`src/rtl/debug_pkg.sv`:
```
// Shared command bytes, frame header and FSM state encoding for the debug step controller.
// No logic of its own; zero latency.
// No flow control here; consumers own their handshakes.
package debug_pkg;

    localparam logic [7:0] CMD_RUN   = 8'h63;  // 'c'
    localparam logic [7:0] CMD_HALT  = 8'h68;  // 'h'
    localparam logic [7:0] CMD_STEP  = 8'h73;  // 's'
    localparam logic [7:0] CMD_NSTEP = 8'h6E;  // 'n'
    localparam logic [7:0] CMD_DUMP  = 8'h64;  // 'd'
    localparam logic [7:0] HDR_BYTE  = 8'hA5;

    localparam int CNT_W = 32;

    // The numeric values are visible on the LEDs, so they are pinned explicitly.
    typedef enum logic [2:0] {
        ST_HALT   = 3'd0,
        ST_RUN    = 3'd1,
        ST_STEP   = 3'd2,
        ST_ARG_HI = 3'd3,
        ST_ARG_LO = 3'd4,
        ST_DUMP   = 3'd5
    } state_t;

    // Header + 4 cycle-count bytes + all probe bytes.
    function automatic int frame_len(input int num_words, input int word_w);
        return 5 + num_words * (word_w / 8);
    endfunction

endpackage

```
`src/rtl/debug_dump_serializer.sv`:
```
// Streams one snapshot frame (header, cycle count MSB first, probe words MSB byte first) byte by byte.
// First byte valid the cycle after i_start; one byte per cycle when the transmitter is always ready.
// Byte and valid hold while the transmitter stalls; o_done pulses on acceptance of the final byte.
module debug_dump_serializer
    import debug_pkg::*;
#(
    parameter int NUM_WORDS = 40,
    parameter int WORD_W    = 32
) (
    input  logic                          i_clk,
    input  logic                          i_rst_n,
    input  logic                          i_start,
    input  logic [CNT_W-1:0]              i_cnt,
    input  logic [NUM_WORDS*WORD_W-1:0]   i_probe,
    input  logic                          i_tx_ready,
    output logic [7:0]                    o_tx_data,
    output logic                          o_tx_valid,
    output logic                          o_done
);

    localparam int BPW    = WORD_W / 8;
    localparam int NBYTES = frame_len(NUM_WORDS, WORD_W);
    localparam int IDX_W  = $clog2(NBYTES);
    localparam logic [IDX_W-1:0] LAST_IDX = IDX_W'(NBYTES - 1);

    logic             r_vld;
    logic [IDX_W-1:0] r_idx;
    logic             w_accept;
    logic             w_last;
    logic [7:0]       w_byte;
    logic [31:0]      w_prel;
    logic [31:0]      w_poff;

    assign w_accept = r_vld && i_tx_ready;
    assign w_last   = (r_idx == LAST_IDX);

    // Map the flat frame index onto header, count byte or probe byte (probes are stable while dumping).
    always_comb begin
        w_byte = 8'h00;
        w_prel = 32'd0;
        w_poff = 32'd0;
        if (r_idx == '0) begin
            w_byte = HDR_BYTE;
        end else if (r_idx <= IDX_W'(4)) begin
            case (r_idx)
                IDX_W'(1): w_byte = i_cnt[31:24];
                IDX_W'(2): w_byte = i_cnt[23:16];
                IDX_W'(3): w_byte = i_cnt[15:8];
                default:   w_byte = i_cnt[7:0];
            endcase
        end else begin
            // Byte offset into the flat probe bus: word base plus reversed position inside the word.
            w_prel = 32'(r_idx) - 32'd5;
            w_poff = (w_prel / 32'(BPW)) * 32'(BPW) + (32'(BPW) - 32'd1 - (w_prel % 32'(BPW)));
            w_byte = 8'(i_probe >> (w_poff * 32'd8));
        end
    end

    // Frame position and valid: load on start, advance on each accepted byte, drop after the last.
    always_ff @(posedge i_clk or negedge i_rst_n) begin
        if (!i_rst_n) begin
            r_vld <= 1'b0;
            r_idx <= '0;
        end else if (i_start) begin
            r_vld <= 1'b1;
            r_idx <= '0;
        end else if (w_accept) begin
            if (w_last) begin
                r_vld <= 1'b0;
                r_idx <= '0;
            end else begin
                r_idx <= r_idx + IDX_W'(1);
            end
        end
    end

    assign o_tx_valid = r_vld;
    assign o_tx_data  = r_vld ? w_byte : 8'h00;
    assign o_done     = w_accept && w_last;

endmodule

```
`src/rtl/debug_step_controller.sv`:
```
// Decodes UART command bytes into free-run / single-step / N-step pipeline enables and dumps snapshots.
// ena_pip follows a command strobe by one cycle; a step's frame header appears one cycle after its last enabled cycle.
// rx has no backpressure (bytes outside HALT/RUN/ARG states are dropped); tx stalls on tx_ready low.
module debug_step_controller
    import debug_pkg::*;
#(
    parameter int NUM_WORDS = 40,
    parameter int WORD_W    = 32,
    parameter int STEP_W    = 16
) (
    input  logic                          i_clk,
    input  logic                          i_rst_n,
    input  logic [7:0]                    i_rx_data,
    input  logic                          i_rx_valid,
    output logic [7:0]                    o_tx_data,
    output logic                          o_tx_valid,
    input  logic                          i_tx_ready,
    input  logic [NUM_WORDS*WORD_W-1:0]   i_probe,
    output logic                          o_ena_pip,
    output logic [7:0]                    o_led
);

    state_t              r_state;
    state_t              w_state_nxt;
    logic [STEP_W-1:0]   r_remaining;
    logic [STEP_W-1:0]   w_remaining_nxt;
    logic [7:0]          r_arg_hi;
    logic [7:0]          w_arg_hi_nxt;
    logic                r_ena_pip;
    logic                w_ena_nxt;
    logic [CNT_W-1:0]    r_cycle_cnt;
    logic                w_dump_start;
    logic                w_dump_done;

    // Command decode, step countdown and dump sequencing.
    always_comb begin
        w_state_nxt     = r_state;
        w_remaining_nxt = r_remaining;
        w_arg_hi_nxt    = r_arg_hi;
        w_dump_start    = 1'b0;
        case (r_state)
            ST_HALT: begin
                if (i_rx_valid) begin
                    case (i_rx_data)
                        CMD_RUN:   w_state_nxt = ST_RUN;
                        CMD_STEP: begin
                            w_state_nxt     = ST_STEP;
                            w_remaining_nxt = STEP_W'(1);
                        end
                        CMD_NSTEP: w_state_nxt = ST_ARG_HI;
                        CMD_DUMP: begin
                            w_state_nxt  = ST_DUMP;
                            w_dump_start = 1'b1;
                        end
                        default: ;
                    endcase
                end
            end
            ST_RUN: begin
                if (i_rx_valid) begin
                    case (i_rx_data)
                        CMD_HALT: w_state_nxt = ST_HALT;
                        CMD_DUMP: begin
                            w_state_nxt  = ST_DUMP;
                            w_dump_start = 1'b1;
                        end
                        default: ;
                    endcase
                end
            end
            ST_ARG_HI: begin
                if (i_rx_valid) begin
                    w_arg_hi_nxt = i_rx_data;
                    w_state_nxt  = ST_ARG_LO;
                end
            end
            ST_ARG_LO: begin
                if (i_rx_valid) begin
                    w_remaining_nxt = STEP_W'({r_arg_hi, i_rx_data});
                    w_state_nxt     = ST_STEP;
                end
            end
            ST_STEP: begin
                if (r_remaining != '0) begin
                    w_remaining_nxt = r_remaining - STEP_W'(1);
                end
                // Leaving on the last enabled cycle puts the header right after it; N=0 leaves with none.
                if (r_remaining <= STEP_W'(1)) begin
                    w_state_nxt  = ST_DUMP;
                    w_dump_start = 1'b1;
                end
            end
            ST_DUMP: begin
                if (w_dump_done) begin
                    w_state_nxt = ST_HALT;
                end
            end
            default: w_state_nxt = ST_HALT;
        endcase
        // Enable is registered from the next state so it lines up exactly with the state it belongs to.
        w_ena_nxt = (w_state_nxt == ST_RUN) ||
                    ((w_state_nxt == ST_STEP) && (w_remaining_nxt != '0));
    end

    // FSM, step count, argument and enable registers.
    always_ff @(posedge i_clk or negedge i_rst_n) begin
        if (!i_rst_n) begin
            r_state     <= ST_HALT;
            r_remaining <= '0;
            r_arg_hi    <= 8'h00;
            r_ena_pip   <= 1'b0;
        end else begin
            r_state     <= w_state_nxt;
            r_remaining <= w_remaining_nxt;
            r_arg_hi    <= w_arg_hi_nxt;
            r_ena_pip   <= w_ena_nxt;
        end
    end

    // Count every cycle the pipeline is enabled; wraps naturally at 32 bits.
    always_ff @(posedge i_clk or negedge i_rst_n) begin
        if (!i_rst_n) begin
            r_cycle_cnt <= '0;
        end else if (r_ena_pip) begin
            r_cycle_cnt <= r_cycle_cnt + CNT_W'(1);
        end
    end

    debug_dump_serializer #(
        .NUM_WORDS (NUM_WORDS),
        .WORD_W    (WORD_W)
    ) u_dump (
        .i_clk      (i_clk),
        .i_rst_n    (i_rst_n),
        .i_start    (w_dump_start),
        .i_cnt      (r_cycle_cnt),
        .i_probe    (i_probe),
        .i_tx_ready (i_tx_ready),
        .o_tx_data  (o_tx_data),
        .o_tx_valid (o_tx_valid),
        .o_done     (w_dump_done)
    );

    assign o_ena_pip = r_ena_pip;
    assign o_led     = {r_cycle_cnt[4:0], r_state};

endmodule

```
`config.mk`:
```
export PLATFORM = sky130hd
export DESIGN_NAME = debug_step_controller
export DESIGN_NICKNAME = d
export VERILOG_FILES = /design/src/rtl/debug_pkg.sv /design/src/rtl/debug_dump_serializer.sv /design/src/rtl/debug_step_controller.sv
export SDC_FILE = /design/constraint.sdc
export NUM_CORES = 1
export LEC_CHECK = 0
export ABC_AREA = 1
export BUFFER_PORTS_ARGS = -buffer_cell sky130_fd_sc_hd__buf_2
export CORE_AREA = 2 2 515 517
export DETAILED_ROUTE_END_ITERATION = 10
export DIE_AREA = 0 0 517 519
export PLACE_DENSITY = 0.32
export REMOVE_ABC_BUFFERS = 1
export SYNTH_ARGS = -nofsm -noshare
export SYNTH_HDL_FRONTEND = slang
export SYNTH_HIERARCHICAL = 1
export SYNTH_SLANG_ARGS = --single-unit
export TNS_END_PERCENT = 20
```
`constraint.sdc`:
```
create_clock -name i_clk -period 4 [get_ports i_clk]
set_input_delay 0.6 -clock i_clk [delete_from_list [all_inputs] [get_ports i_clk]]
set_output_delay 0.6 -clock i_clk [all_outputs]
set_load 0.01 [all_outputs]
```
==> impl_metrics.json <==
{
  "grt_pass1_vias": 30603,
  "syn_inst": 3372,
  "placed_cells": 8157,
  "die_w_um": 517,
  "rsz0062_at_grt": "yes",
  "clk_latency_ns": 0.35,
  "final-max-slew-violation-count": 0,
  "synth_xor_xnor_area_share_pct": 1.835,
  "synth_edf_count": 0,
  "synth_cell_types": 50,
  "start_util_pct": 6.833,
  "dr.pass1.iters": 6,
  "synth_seq_cells": 69,
  "status": "finished with violations",
  "max-cap-violations": 0,
  "row_count": 189,
  "placeableCoreArea_um2": 263400,
  "final.min_clock_period_ns": 4.075,
  "finClkSkew_ns": 0.006821,
  "ys_warn_count": 6,
  "via_count": 29795,
  "failed_checks": "negative setup slack",
  "final.period_utilization_pct": 101.9,
  "io_pins": 1310,
  "synth_top_cell_area_share_pct": 18.32,
  "hp-class": "primary input to asynchronous set/reset pin",
  "grt_pass1_wl_um": 242900,
  "fmax_ghz": 0.2454,
  "yosys.cell_count.top_type": "nand2_1",
  "crit_arrival_ns": 3.48,
  "syn_area_per_cell_um2": 5.338,
  "timing.setup.tns_ns": -0.2123,
  "cts_tree": "done",
  "critPathMaxFanout": 6,
  "dieArea_um2": 268300,
  "grt_usage_pct": 12.89,
  "final_antenna_net_count": 0,
  "async_flop_share_pct": 100.0,
  "grt_max_degree": 96,
  "hold_viol": 0,
  "endpoint_kind": "primary output",
  "max_slew.worst_pin.slew_ns": 0.8164,
  "drc_errors": 0,
  "synth.largest_area_cell": "nand3_1",
  "synth.area.mux_share_pct": 0.1251,
  "cts-root-buf": "clkbuf_16",
  "layout.cells.non_filler": 8268,
  "clock-sinks": 69,
  "gp_congestion": 0.9133,
  "critical_path.startpoint_type": "flip-flop",
  "powerDensity_nw_per_um2": 1041,
  "port_buffers": 1309,
  "slew_headroom_pct": 45.16,
  "ys_seq_area_share_pct": 9.593,
  "htreeDepth": 3,
  "synthAdderAreaFrac_pct": 0.5561,
  "synth-simple-area-share_pct": 53.55,
  "synth.cell_area_um2": 18000,
  "vdd.ir_drop.worst_mv": 0.6791,
  "fin_ws_ns": -0.07530,
  "hpwl_um": 150700,
  "detail_route.wl_per_cell_um": 22.33,
  "final_nets": 6008,
  "netlist_top_cells_count": "nand2_1 (871), nand3_1 (659), nor2_1 (469)",
  "setup_viol": 5,
  "routed_wl_um": 184600,
  "die_h_um": 519,
  "drive_gt1_share_pct": 41.52,
  "clk_pin_slew_ns": 0.07,
  "drt-initial-drc-count": 1807,
  "syn2layout_area_growth_pct": 82.16,
  "vias_per_cell": 3.604,
  "antenna_found_initial": 70,
  "p_leak_uw": 0.01516,
  "cts_buffers": 9,
  "synth-compound-area-share_pct": 20.76,
  "synth_top_family_by_area": "simple AND/OR/NAND/NOR gates",
  "ys_top_cells_by_area": "nand3_1 (18%), nand2_1 (18%), nor2_1 (9.8%), dfrtp_1 (9.6%), o211ai_1 (8.0%)",
  "grt-ovfl-total": 0,
  "critPathKind": "flip-flop to primary output",
  "ys.flop_type": "dfrtp_1",
  "cp_data_required_time_ns": 3.40,
  "ctsLongestPathBuffers": 2
}
-- kinds of logic after synthesis --
logic type	after synthesis
multiplexers	2
flip-flops	69
AND/OR/NAND/NOR	2191
adder cells (fa/ha/maj)	8
AO/OA/AOI/OAI	607
XOR/XNOR	36
buffers and inverters	459
-- layer usage --
layer  track usage, %  vias to the layer above  part of all wire [%]
met5                0                        -                 0.081
met4            3.923                       22                   3.0
met3            2.205                      168                   6.6
met2            22.56                     1359                    48
met1            15.91                    14128                    42
li1                 -                    14118                     -
-- cells in the final DEF (no fill, tap or decap), drive strengths merged, types with 6 or more instances in the layout --
master	synthesis	layout
o22ai	14	14
buf	239	1591
xor2	27	27
ha	8	8
or2	101	101
o21ai	301	301
nand3	665	665
clkinvlp	0	6
nand4	29	29
o311ai	18	18
o221ai	29	29
a21oi	46	46
dfrtp	69	69
o211ai	192	192
xnor2	9	9
bufbuf	0	13
inv	171	169
diode	0	22
nand2	886	886
nor3	25	25
nor2	479	479
clkbuf	48	16
-- layout make-up --
| type | instances | area (um2) |
|---|---|---|
| diodes | 22 | 55.05 |
| clock buffers | 9 | 225.2 |
| clock inverters | 7 | 75.07 |
| fillers | 31373 | 230600 |
| inverters | 172 | 719.4 |
| multi-input cells | 2844 | 14860 |
| flip-flops and latches | 69 | 1730 |
| well taps | 3533 | 4420 |
| repair buffers | 1611 | 10690 |
| repair inverters | 1 | 16.27 |
-- path summary, 6_finish.rpt --
check                                 from         endpoint  slack, ns  depth (start not counted)
setup / recovery           u_dump/r_idx[0]     o_tx_data[3]      -0.08                         16
hold reg to reg                r_arg_hi[6]      r_arg_hi[6]       0.49                          2
min in group i_clk             r_arg_hi[6]      r_arg_hi[6]       0.49                          2
hold / removal                     i_rst_n   r_remaining[1]       0.27                          1
max in group asynchronous          i_rst_n      r_arg_hi[4]       2.96                          2
setup reg to reg                r_state[2]  u_dump/r_idx[3]       1.39                         11
-- critical path: stages (launching register included) --
cell       delay (ns)
dfrtp_4          0.53
inv_16           0.08
ha_4             0.22
buf_12           0.15
clkinv_16        0.06
buf_16           0.18
buf_16           0.17
buf_12           0.14
nand3_1          0.08
nand3_1          0.10
a21oi_2          0.07
buf_4            0.14
o211ai_1         0.44
nand2_1          0.20
a21oi_2          0.24
a21oi_4          0.12
buf_6            0.14
-- flip-flops by register name (all words and copies together), names as in the netlist --
signal and count:
r_cycle_cnt 32, o_ena_pip 1, u_dump/r_idx 8, r_remaining 16, r_state 3, r_arg_hi 8, u_dump/o_tx_valid 1
-- report_power, final --
| group | internal, uW | leakage [uW] | total [uW] | switching, uW |
|---|---|---|---|---|
| clock network | 485 | 0.000138 | 844 | 359 |
| registers | 840 | 0.000929 | 1090 | 250 |
| logic | 12400 | 0.0141 | 32200 | 19800 |
| total | 13700 | 0.0152 | 34100 | 20400 |
-- metrics by stage --
stage / hold WS (ns) / instance area [um2] / worst slack [ns] / util [%] / total power [uW]
3_5_place_dp: 0.4842 / 29730 / -0.9653 / 11.29 / 28640
2_1_floorplan: 0.3044 / 16200 / -27.12 / - / 10290
6_report: 0.2719 / 32790 / -0.07530 / 12.45 / 34130
4_1_cts: 0.2986 / 31990 / -0.1865 / 12.14 / 34000
5_1_grt: 0.3191 / 32770 / -0.1675 / 12.44 / 37120
3_3_place_gp: 0.4768 / 29730 / -1.045 / 11.29 / 28860
-- timing repair --
action,4_1_cts,5_1_grt
hold endpoints to repair,0,0
buffers inserted,35,21
endpoints found under the setup margin,8,8
cloned,19,6
pin swaps,55,97
resized for setup,240,127
hold buffers,0,0
Power figures use the tool's default switching activity.
